==> src/rtl/exec_stage.sv <==
// exec_stage: execute stage of the 8-bit pipeline -- ALU, load/store, 8-step shift-add multiply.
// Optional operand forwarding from the writeback register is enabled by defining EXEC_FWD_EN.
module exec_stage #(
  parameter int DATA_W = 8,
  parameter int REG_AW = 3,
  parameter int DM_AW  = 4,
  parameter int OPC_W  = 4
) (
  input  logic              clk,
  input  logic              reset,
  input  logic              in_valid,
  output logic              in_ready,
  input  logic [OPC_W-1:0]  opcode,
  input  logic [DATA_W-1:0] operand_a,
  input  logic [DATA_W-1:0] operand_b,
  input  logic [REG_AW-1:0] src_a,
  input  logic [REG_AW-1:0] src_b,
  input  logic [REG_AW-1:0] dest,
  input  logic [DM_AW-1:0]  dmaddr,
  output logic [DM_AW-1:0]  dm_addr,
  output logic              dm_we,
  output logic              dm_re,
  output logic [DATA_W-1:0] dm_wdata,
  input  logic [DATA_W-1:0] dm_rdata,
  output logic              wb_write,
  output logic [REG_AW-1:0] wb_reg,
  output logic [DATA_W-1:0] wb_data,
  output logic              flag_z,
  output logic              flag_c
);

  localparam int CNT_W = $clog2(DATA_W);
  localparam logic [CNT_W-1:0] CNT_LAST = CNT_W'(DATA_W - 1);

  localparam logic [OPC_W-1:0] OP_ADD   = OPC_W'(1);
  localparam logic [OPC_W-1:0] OP_SUB   = OPC_W'(2);
  localparam logic [OPC_W-1:0] OP_AND   = OPC_W'(3);
  localparam logic [OPC_W-1:0] OP_OR    = OPC_W'(4);
  localparam logic [OPC_W-1:0] OP_XOR   = OPC_W'(5);
  localparam logic [OPC_W-1:0] OP_NOT   = OPC_W'(6);
  localparam logic [OPC_W-1:0] OP_SHL   = OPC_W'(7);
  localparam logic [OPC_W-1:0] OP_SHR   = OPC_W'(8);
  localparam logic [OPC_W-1:0] OP_MOV   = OPC_W'(9);
  localparam logic [OPC_W-1:0] OP_LOAD  = OPC_W'(10);
  localparam logic [OPC_W-1:0] OP_STORE = OPC_W'(11);
  localparam logic [OPC_W-1:0] OP_MUL   = OPC_W'(12);

  typedef enum logic [1:0] {IDLE, LOAD_WAIT, MUL_BUSY} state_t;

  state_t            state, state_next;
  logic [CNT_W-1:0]  cnt;
  logic [DATA_W-1:0] mul_a, mul_b, acc, mul_sum;
  logic [REG_AW-1:0] pend_dest;
  logic [DATA_W-1:0] op_a, op_b;
  logic [DATA_W-1:0] alu_res;
  logic              alu_c;
  logic              accept, is_alu;

  assign in_ready = (state == IDLE);
  assign accept   = in_valid && in_ready;
  assign is_alu   = (opcode >= OP_ADD) && (opcode <= OP_MOV);

`ifdef EXEC_FWD_EN
  // The register file reads combinationally, so a value being written this cycle is not yet visible.
  assign op_a = (wb_write && (wb_reg == src_a)) ? wb_data : operand_a;
  assign op_b = (wb_write && (wb_reg == src_b)) ? wb_data : operand_b;
`else
  logic unused_src;
  assign unused_src = ^{src_a, src_b};
  assign op_a = operand_a;
  assign op_b = operand_b;
`endif

  always_comb begin
    // NOTE: every output of a combinational block gets a default first, so no path infers a latch.
    alu_res = '0;
    alu_c   = 1'b0;
    case (opcode)
      OP_ADD: {alu_c, alu_res} = {1'b0, op_a} + {1'b0, op_b};
      OP_SUB: {alu_c, alu_res} = {1'b0, op_a} - {1'b0, op_b};
      OP_AND: alu_res = op_a & op_b;
      OP_OR:  alu_res = op_a | op_b;
      OP_XOR: alu_res = op_a ^ op_b;
      OP_NOT: alu_res = ~op_a;
      OP_SHL: {alu_c, alu_res} = {op_a, 1'b0};
      OP_SHR: {alu_res, alu_c} = {1'b0, op_a};
      OP_MOV: alu_res = op_a;
      default: ;
    endcase
  end

  // One multiplier bit per cycle: multiplicand shifts left, multiplier shifts right.
  assign mul_sum = acc + (mul_b[0] ? mul_a : '0);

  always_comb begin
    state_next = state;
    case (state)
      IDLE: begin
        if (accept && (opcode == OP_LOAD)) state_next = LOAD_WAIT;
        else if (accept && (opcode == OP_MUL)) state_next = MUL_BUSY;
      end
      LOAD_WAIT: state_next = IDLE;
      MUL_BUSY:  if (cnt == CNT_LAST) state_next = IDLE;
      default:   state_next = IDLE;
    endcase
  end

  always_ff @(posedge clk or posedge reset) begin
    if (reset) state <= IDLE;
    else       state <= state_next;
  end

  always_ff @(posedge clk or posedge reset) begin
    if (reset) begin
      cnt       <= '0;
      mul_a     <= '0;
      mul_b     <= '0;
      acc       <= '0;
      pend_dest <= '0;
      dm_addr   <= '0;
      dm_we     <= 1'b0;
      dm_re     <= 1'b0;
      dm_wdata  <= '0;
      wb_write  <= 1'b0;
      wb_reg    <= '0;
      wb_data   <= '0;
      flag_z    <= 1'b0;
      flag_c    <= 1'b0;
    end else begin
      // NOTE: non-blocking assignments keep every register sampling pre-edge values.
      wb_write <= 1'b0;
      dm_we    <= 1'b0;
      dm_re    <= 1'b0;
      case (state)
        IDLE: begin
          if (accept) begin
            if (is_alu) begin
              wb_write <= 1'b1;
              wb_reg   <= dest;
              wb_data  <= alu_res;
              flag_z   <= (alu_res == '0);
              flag_c   <= alu_c;
            end else if (opcode == OP_LOAD) begin
              dm_re     <= 1'b1;
              dm_addr   <= dmaddr;
              pend_dest <= dest;
            end else if (opcode == OP_STORE) begin
              dm_we    <= 1'b1;
              dm_addr  <= dmaddr;
              dm_wdata <= op_a;
            end else if (opcode == OP_MUL) begin
              mul_a     <= op_a;
              mul_b     <= op_b;
              acc       <= '0;
              cnt       <= '0;
              pend_dest <= dest;
            end
          end
        end
        LOAD_WAIT: begin
          wb_write <= 1'b1;
          wb_reg   <= pend_dest;
          wb_data  <= dm_rdata;
        end
        MUL_BUSY: begin
          acc   <= mul_sum;
          mul_a <= {mul_a[DATA_W-2:0], 1'b0};
          mul_b <= {1'b0, mul_b[DATA_W-1:1]};
          cnt   <= cnt + 1'b1;
          if (cnt == CNT_LAST) begin
            wb_write <= 1'b1;
            wb_reg   <= pend_dest;
            wb_data  <= mul_sum;
            flag_z   <= (mul_sum == '0);
            flag_c   <= 1'b0;
          end
        end
        default: ;
      endcase
    end
  end

endmodule

==> config.mk <==
export PLATFORM = sky130hd
export DESIGN_NAME = exec_stage
export DESIGN_NICKNAME = d
export VERILOG_FILES = /design/src/rtl/exec_stage.sv
export SDC_FILE = /design/constraint.sdc
export NUM_CORES = 1
export LEC_CHECK = 0
export CAP_MARGIN = 20
export CELL_PAD_IN_SITES_DETAIL_PLACEMENT = 0
export CELL_PAD_IN_SITES_GLOBAL_PLACEMENT = 1
export CORE_MARGIN = 5
export CORE_UTILIZATION = 44
export DETAILED_ROUTE_END_ITERATION = 10
export MAX_ROUTING_LAYER = met4
export PLACE_DENSITY = 0.94
export SKIP_CTS_REPAIR_TIMING = 1
export SYNTH_ARGS = -nofsm -noshare
export SYNTH_HDL_FRONTEND = slang
export SYNTH_SLANG_ARGS = --single-unit
==> constraint.sdc <==
create_clock -name clk -period 7.8 [get_ports clk]
set_input_delay 0.78 -clock clk [delete_from_list [all_inputs] [get_ports clk]]
set_output_delay 0.78 -clock clk [all_outputs]
set_load 0.02 [all_outputs]
# == Word-level counts from Yosys, hierarchy flattened ==
# Index checks and enable logic that the tools add are counted.
# word_totals
regBits,60
in_bits,44
output_inout_bits,29
word_cells,134
# op_classes
n_addsub,4
magnitude_cmp,2
n_eq_ne,24
muxes,65
n_bitwise,6
n_reduce_logical,18
# op_table
op,count
$mux W8,19
$pmux W8 S9,1
$pmux W8 S2,3
$mux W3,11
$pmux W8 S3,1
$eq A4 B4 Y1 const B,5
$mux W1,18
$eq A4 B3 Y1 const B,4
$logic_not A8 Y1,2
$reduce_and A4 Y1,3
$ne A2 B2 Y1 const B,5
$reduce_and A5 Y1,2
$add A8 B8 Y9,1
$pmux W3 S3,1
$sub A8 B8 Y9,1
$add A8 B8 Y8,1
$and A8 B8 Y8,1
$eq A4 B2 Y1 const B,2
$mux W4,2
$not A8 Y8,1
$or A8 B8 Y8,1
$xor A8 B8 Y8,1
$mux W2,3
$ne A2 B1 Y1 const B,3
20 further kinds,27

# == Depth between registers and ports, before layout ==
# depth
ltp_word,7
mapped_depth,11
depth_no_buf,11

# == Worst setup path before layout ==
# OpenSTA, ideal clock, no wires.
# synth_timing
path_type,in2reg
from,input operand_a[0]
to,register flag_z
setup_ps,95
arrival_ps,3092
required_time_ps,7705
slack_ps,4613
path_stages,11
n_path_buf,0
cell_sequence,inv_1 > ha_1 > inv_1 > fa_1 > nor3b_1 > nor3_1 > o221ai_1 > a22o_1 > or2_0 > or4_1 > o31ai_1
# synth_between
elab_chain_cells,6
word_cells_on_any_way,11
classes_between,add/sub: 2; mux: 4; bitwise: 4; reduce/logical: 1
# synth_lines
element,line_no,text
from (decl),14,"input logic [DATA_W-1:0] operand_a,"
$sub A8 B8 Y9 (tied with other cells),80,"OP_SUB: {alu_c, alu_res} = {1'b0, op_a} - {1'b0, op_b};"
$pmux W8 S9 *,78,case (opcode)
$logic_not A8 Y1 *,141,flag_z <= (alu_res == '0);
$mux W1 *,137,if (is_alu) begin
$mux W1 *,136,if (accept) begin
$pmux W1 S2 *,134,case (state)
to (signal assigned),141,
to (signal assigned),174,flag_z <= (mul_sum == '0);
to (decl),28,"output logic flag_z,"
# Mark *: on every way between the ends. The rest lies on a longest branch, timed or not. The select of a mux whose other input is x is not followed.
# A chain may end at the register's enable or synchronous reset.

# == Final worst setup path ==
# layout_timing
from,input operand_a[1]
to,register flag_z
# Same word-level chain as after synthesis.

==> impl_metrics.ini <==
[status]
status = finished clean

[floorplan]
dieArea_um2 = 12600
rows = 37
io_pins = 73
fp.coreArea_um2 = 10300
initial_core_util_pct = 44.9
die_w_um = 112
die_y_um = 112

[timing]
rsz0062_at_grt = no
finalHoldViolations = 0
tightest_slew_ns = 0.961
fin_crit_sh_pct = 51.7
final.setup_skew_ns = 0.00746
fin_crit_ns = 4.04
setup_violations = 0
max_slew_margin_pct = 35.8
setup-tns-final_ns = 0
worst_hold_slack_ns = 0.484
finalMaxSlewViolations = 0
max_freq_mhz = 248

[worst_setup_path]
slowest_delay_ns = 0.70
cp-end-kind = register
critPathMaxFanout = 8
crit_required_ns = 8.05
critPathSlowestCell = clkdlybuf4s50_1
path_cells = clkdlybuf4s50_1 -> inv_1 -> ha_1 -> a211oi_1 -> nor3_1 -> o21ai_1 -> o2111ai_1 -> a221o_1 -> or4_1 -> o31ai_1
path_delay_family = compound AO/OA/AOI/OAI gates
critPathBufInv = 2
rrSetupSlack_ns = 4.88
path_class = in2reg
cp.arrival_ns = 4.29
critPathLaunchType = input port

[power_and_ir_drop]
leakagePower_uw = 0.00244
powerDensity_nw_per_um2 = 307
p_total_uw = 1710
ir_drop_v = 0.000140

[logic_synthesis]
synthDistinctLibCells = 67
synth.avg_cell_area_um2 = 8.39
syn_inst = 550
synthArstFlopShare_pct = 100
synth-main-ff-cell = dfrtp_1
ys_ff_latch = 60
synth_top_area_cell = dfrtp_1
ys.warnings.count = 0
syn_area_um2 = 4620
ys_top_cells_by_area = dfrtp_1 33%, ha_1 10%, o21ai_0 7.2%, nand2_1 6.5%, mux2i_1 4.8%
synth-edff-count = 0
synth_top_area_share_pct = 32.5
yosysSeqAreaShare_pct = 32.5
syn_nets = 634

[run]
cap_viol_max_count = 0

[grt]
grt_max_degree = 61
first_global_vias = 4271
overflow = 0
antenna_found_initial = 0
grt_pass1_wl_um = 21900
grtUsageTotal_pct = 22.1

[clock_tree]
htreeDepth = 3
cts.path.max_buffers = 2
root_buffer = clkbuf_8
clk_pin_slew_ns = 0.07
clock_latency_ns = 0.35
numCtsBuffers = 9
cts_tree = built
clock_sinks = 60

[drt]
drtPass1Iterations = 5
totalWireLength_um = 13300
drc = 0
via_per_inst = 5.79
antenna_left = 0
detail_route.wl_per_cell_um = 17.9
drt_iter0_drc = 349
vias = 4294

[finish]
area_growth_pct = 20.6
register_area_um2 = 1500
nNetsFinal = 685
num_antenna_cells = 0
fin_area_um2 = 5570
final_cell_mix = 80 x nand2_1, 66 x o21ai_0, 66 x clkdlybuf4s50_1
final_common_cell = nand2_1
multi_input_area_um2 = 2840
drive_gt1_share_pct = 6.28
n_fill_cell = 1000

[placed_design]
port_buffers = 66
place_area_um2 = 5340
gp_congestion = 0.909
dp_hpwl_um = 10000

[worst_hold_path]
hp-class = reg2reg
## power breakdown
part	internal (µW)	total (µW)	switching, µW	leakage [µW]
combinational	366	861	496	0.00156
clock	195	323	128	0.000111
sequential	443	524	81.0	0.000765
## layout make-up
cell class	count	share of cell area (%)
multi-input combinational	424	51.0
inverter	34	2.29
tap	136	3.06
clock inverter	4	1.30
sequential	60	27.0
timing repair buffer	72	12.7
clock buffer	11	2.72
## worst reg2reg max path, cell delays in order (launching register included)
cell	delay (ns)
dfrtp_1	0.46
and2_1	0.19
ha_1	0.22
fa_1	0.43
a211oi_1	0.28
o21bai_1	0.12
a21oi_1	0.18
xnor2_1	0.10
or4_1	0.44
o41a_1	0.34
o31ai_1	0.07
## Yosys cell counts, types with 5 or more instances
master	count
a31oi_1	6
nor3_1	6
nor2_1	34
clkbuf_1	18
and2_1	10
a21oi_1	18
o21ai_0	66
nor3b_1	5
dfrtp_1	60
a221o_1	5
inv_1	33
mux2_2	7
nor2b_1	6
mux2i_1	22
nand3_1	18
a211oi_1	5
o2111ai_1	5
buf_2	10
o211ai_1	5
o31ai_1	7
ha_1	37
nand2_1	80
xnor2_1	7
nand2b_1	6
## kinds of logic (layout without fill, tap and decap cells)
logic type / after synthesis / count (layout) / share of synthesized area (%)
mux: 30 / 30 / 6.97
compound gates: 158 / 158 / 22.2
flops: 60 / 60 / 32.5
xor+xnor: 8 / 8 / 1.52
simple gates: 188 / 188 / 19.5
buf+inv: 66 / 121 / 5.96
fa+ha+maj: 40 / 40 / 11.3
## path summary, 6_finish.rpt
| check | from | cells after the start | end |
|---|---|---|---|
| min in group asynchronous | reset | 3 | wb_data[1]$_DFFE_PP0P_ |
| worst max register to register | mul_b[0]$_DFFE_PP0P_ | 10 | flag_z$_DFFE_PP0P_ |
| max in group asynchronous | reset | 3 | dm_wdata[7]$_DFFE_PP0P_ |
| worst max-delay path | operand_a[1] | 10 | flag_z$_DFFE_PP0P_ |
| worst min register to register | mul_b[3]$_DFFE_PP0P_ | 2 | mul_b[3]$_DFFE_PP0P_ |
| worst min-delay path | mul_b[3]$_DFFE_PP0P_ | 2 | mul_b[3]$_DFFE_PP0P_ |
## stage by stage
step	std cells	utilization (%)	worst slack (ns)
detailed placement	726	52.0	3.47
floorplan	550	-	4.61
finish	741	54.2	3.76
global route	741	54.2	3.59
CTS	741	54.2	3.82
global placement	726	52.0	3.44
## metal layers
layer | track usage [%] | part of all wire (%) | vias up
met5 | - | 0 | -
met4 | 7.93 | 2.1 | 0
met3 | 3.02 | 5.3 | 24
met2 | 36.0 | 49 | 154
met1 | 28.2 | 44 | 2049
li1 | - | - | 2067
No activity file was read; power rests on OpenSTA's default activity.
==> RTL edit (same settings) <==
The option `EXEC_FWD_EN` is turned on by a define.
--- a/src/rtl/exec_stage.sv
+++ b/src/rtl/exec_stage.sv
@@ -1,4 +1,6 @@
 // exec_stage: execute stage of the 8-bit pipeline -- ALU, load/store, 8-step shift-add multiply.
 // Optional operand forwarding from the writeback register is enabled by defining EXEC_FWD_EN.
+`define EXEC_FWD_EN
+
 module exec_stage #(
   parameter int DATA_W = 8,
Formal check against the unedited RTL: not equivalent (Yosys sat finds a counterexample within 4 cycles, from zero or initial values and one cycle with reset high).
==> RTL edit against the unedited design <==
First-iteration DRC count fell by 18%. Setup slack lost 0.47 ns. Total power rose by 15%. Routed wire length up 11%. Sequential cell count is the same. Cell area rose by 2.7%. Area after synthesis rose by 0.68%. Clock power grew 3%. Fmax decreased by 10%.
==> RTL edit: results (changes against the unedited design) <==
| Metric | Value |
|---|---|
| Status | `complete, no violations` |
| Share of cells above drive strength 1 | `0.0930 (+0.0302)` |
| Met2 Track Usage GR | `0.389 (+0.0283)` |
| # diodes | `1 (+1)` |
| Iteration-0 DRC Markers | `287 (-18%)` |
| Wirelength per Cell | `19.6 microns (+9.3%)` |
| Final Net Count | `693 (+1.2%)` |
| Post-Route Skew | `0.0116 ns (+0.00416 ns)` |
| Sequential fraction of the synthesis area | `0.323 (-0.00219)` |
| Multi-input gates | `429 (+1.2%)` |
| First-pass GRT wire length | `23700 microns (+8.2%)` |
| Reg2reg path depth | `13 (+3)` |
| Buffering overhead | `0.131 (+0.00449)` |
| Synth cell types | `59 (-12%)` |
| Top post-synthesis cells by area | `dfrtp_1 (32%), ha_1 (11%), nand2_1 (5.9%)` |
| CP arrival | `4.79 ns (+0.50 ns)` |
| Initial antenna violation count | `1 (+1)` |
| Via count | `4374 (+1.9%)` |
| Port-buffer cells | `72 (+9.1%)` |
| Syn Nets | `630 (-0.63%)` |
| Fill cell instance count of the final layout | `929 (-7.1%)` |
| DP Wirelength | `11200 microns (+12%)` |
| Rel. slew slack | `0.353 (-0.00462)` |
| GP Congestion | `0.956 (+5.1%)` |
| P_leak | `0.00254 uW (+3.9%)` |
| DRT Pass-1 Iters | `4 (-1)` |
| Die ar. | `12700 sq um (+0.62%)` |
| GR Layer Usage met1 | `0.315 (+0.0323)` |
| Layout area overhead | `23.1%` |
| GR Util met3 | `0.0465 (+0.0163)` |
| Wl on met1 | `6550 microns (+12%)` |
| Commonest cells in the netlist | `nand2_1 (73), dfrtp_1 (60), o21ai_0 (49)` |
RTL edit: cells by family (layout without fill, tap and decap cells):
logic type	Yosys count	count (layout)	share of synthesized area
mux	35	35	0.0888
xor+xnor	14	14	0.0264
simple gates	187	187	0.197
flops	60	60	0.323
other cells	0	1	0
compound gates	153	153	0.208
fa+ha+maj	40	40	0.109
buf+inv	57	124	0.0479
RTL edit: critical path, cell delays in order:
cell	delay, ns
clkdlybuf4s50_1	0.42
xnor2_1	0.24
nand4_4	0.30
mux2i_1	0.69
ha_1	0.28
inv_1	0.05
ha_1	0.16
or2_2	0.30
a221oi_1	0.47
o21ai_0	0.14
a221oi_1	0.27
nand4_1	0.21
nor4_2	0.31
a21o_1	0.15
RTL edit: how the worst min path moves through the flow:
| stage | to | slack [ns] | from |
|---|---|---|---|
| after floorplan | cnt[1]$_DFFE_PP0P_ | 0.44 | cnt[1]$_DFFE_PP0P_ |
| after global placement | cnt[1]$_DFFE_PP0P_ | 0.45 | cnt[1]$_DFFE_PP0P_ |
| after detailed placement | cnt[1]$_DFFE_PP0P_ | 0.47 | cnt[1]$_DFFE_PP0P_ |
| after CTS | cnt[1]$_DFFE_PP0P_ | 0.48 | cnt[1]$_DFFE_PP0P_ |
| after global routing | mul_b[7]$_DFFE_PP0P_ | 0.51 | mul_b[7]$_DFFE_PP0P_ |
| final | cnt[1]$_DFFE_PP0P_ | 0.48 | cnt[1]$_DFFE_PP0P_ |
RTL edit: power by group:
part	total (uW)	internal, uW	switching, uW
clock network	333	205	128
registers	550	442	108
logic	1080	454	630
total	1970	1100	866
RTL edit: through the flow:
step                      worst slack [ns]  cells
after floorplan                       4.04    546
after global placement                3.17    733
after detailed placement              3.00    734
after CTS                             3.36    749
after global routing                  2.99    750
final                                 3.29    750
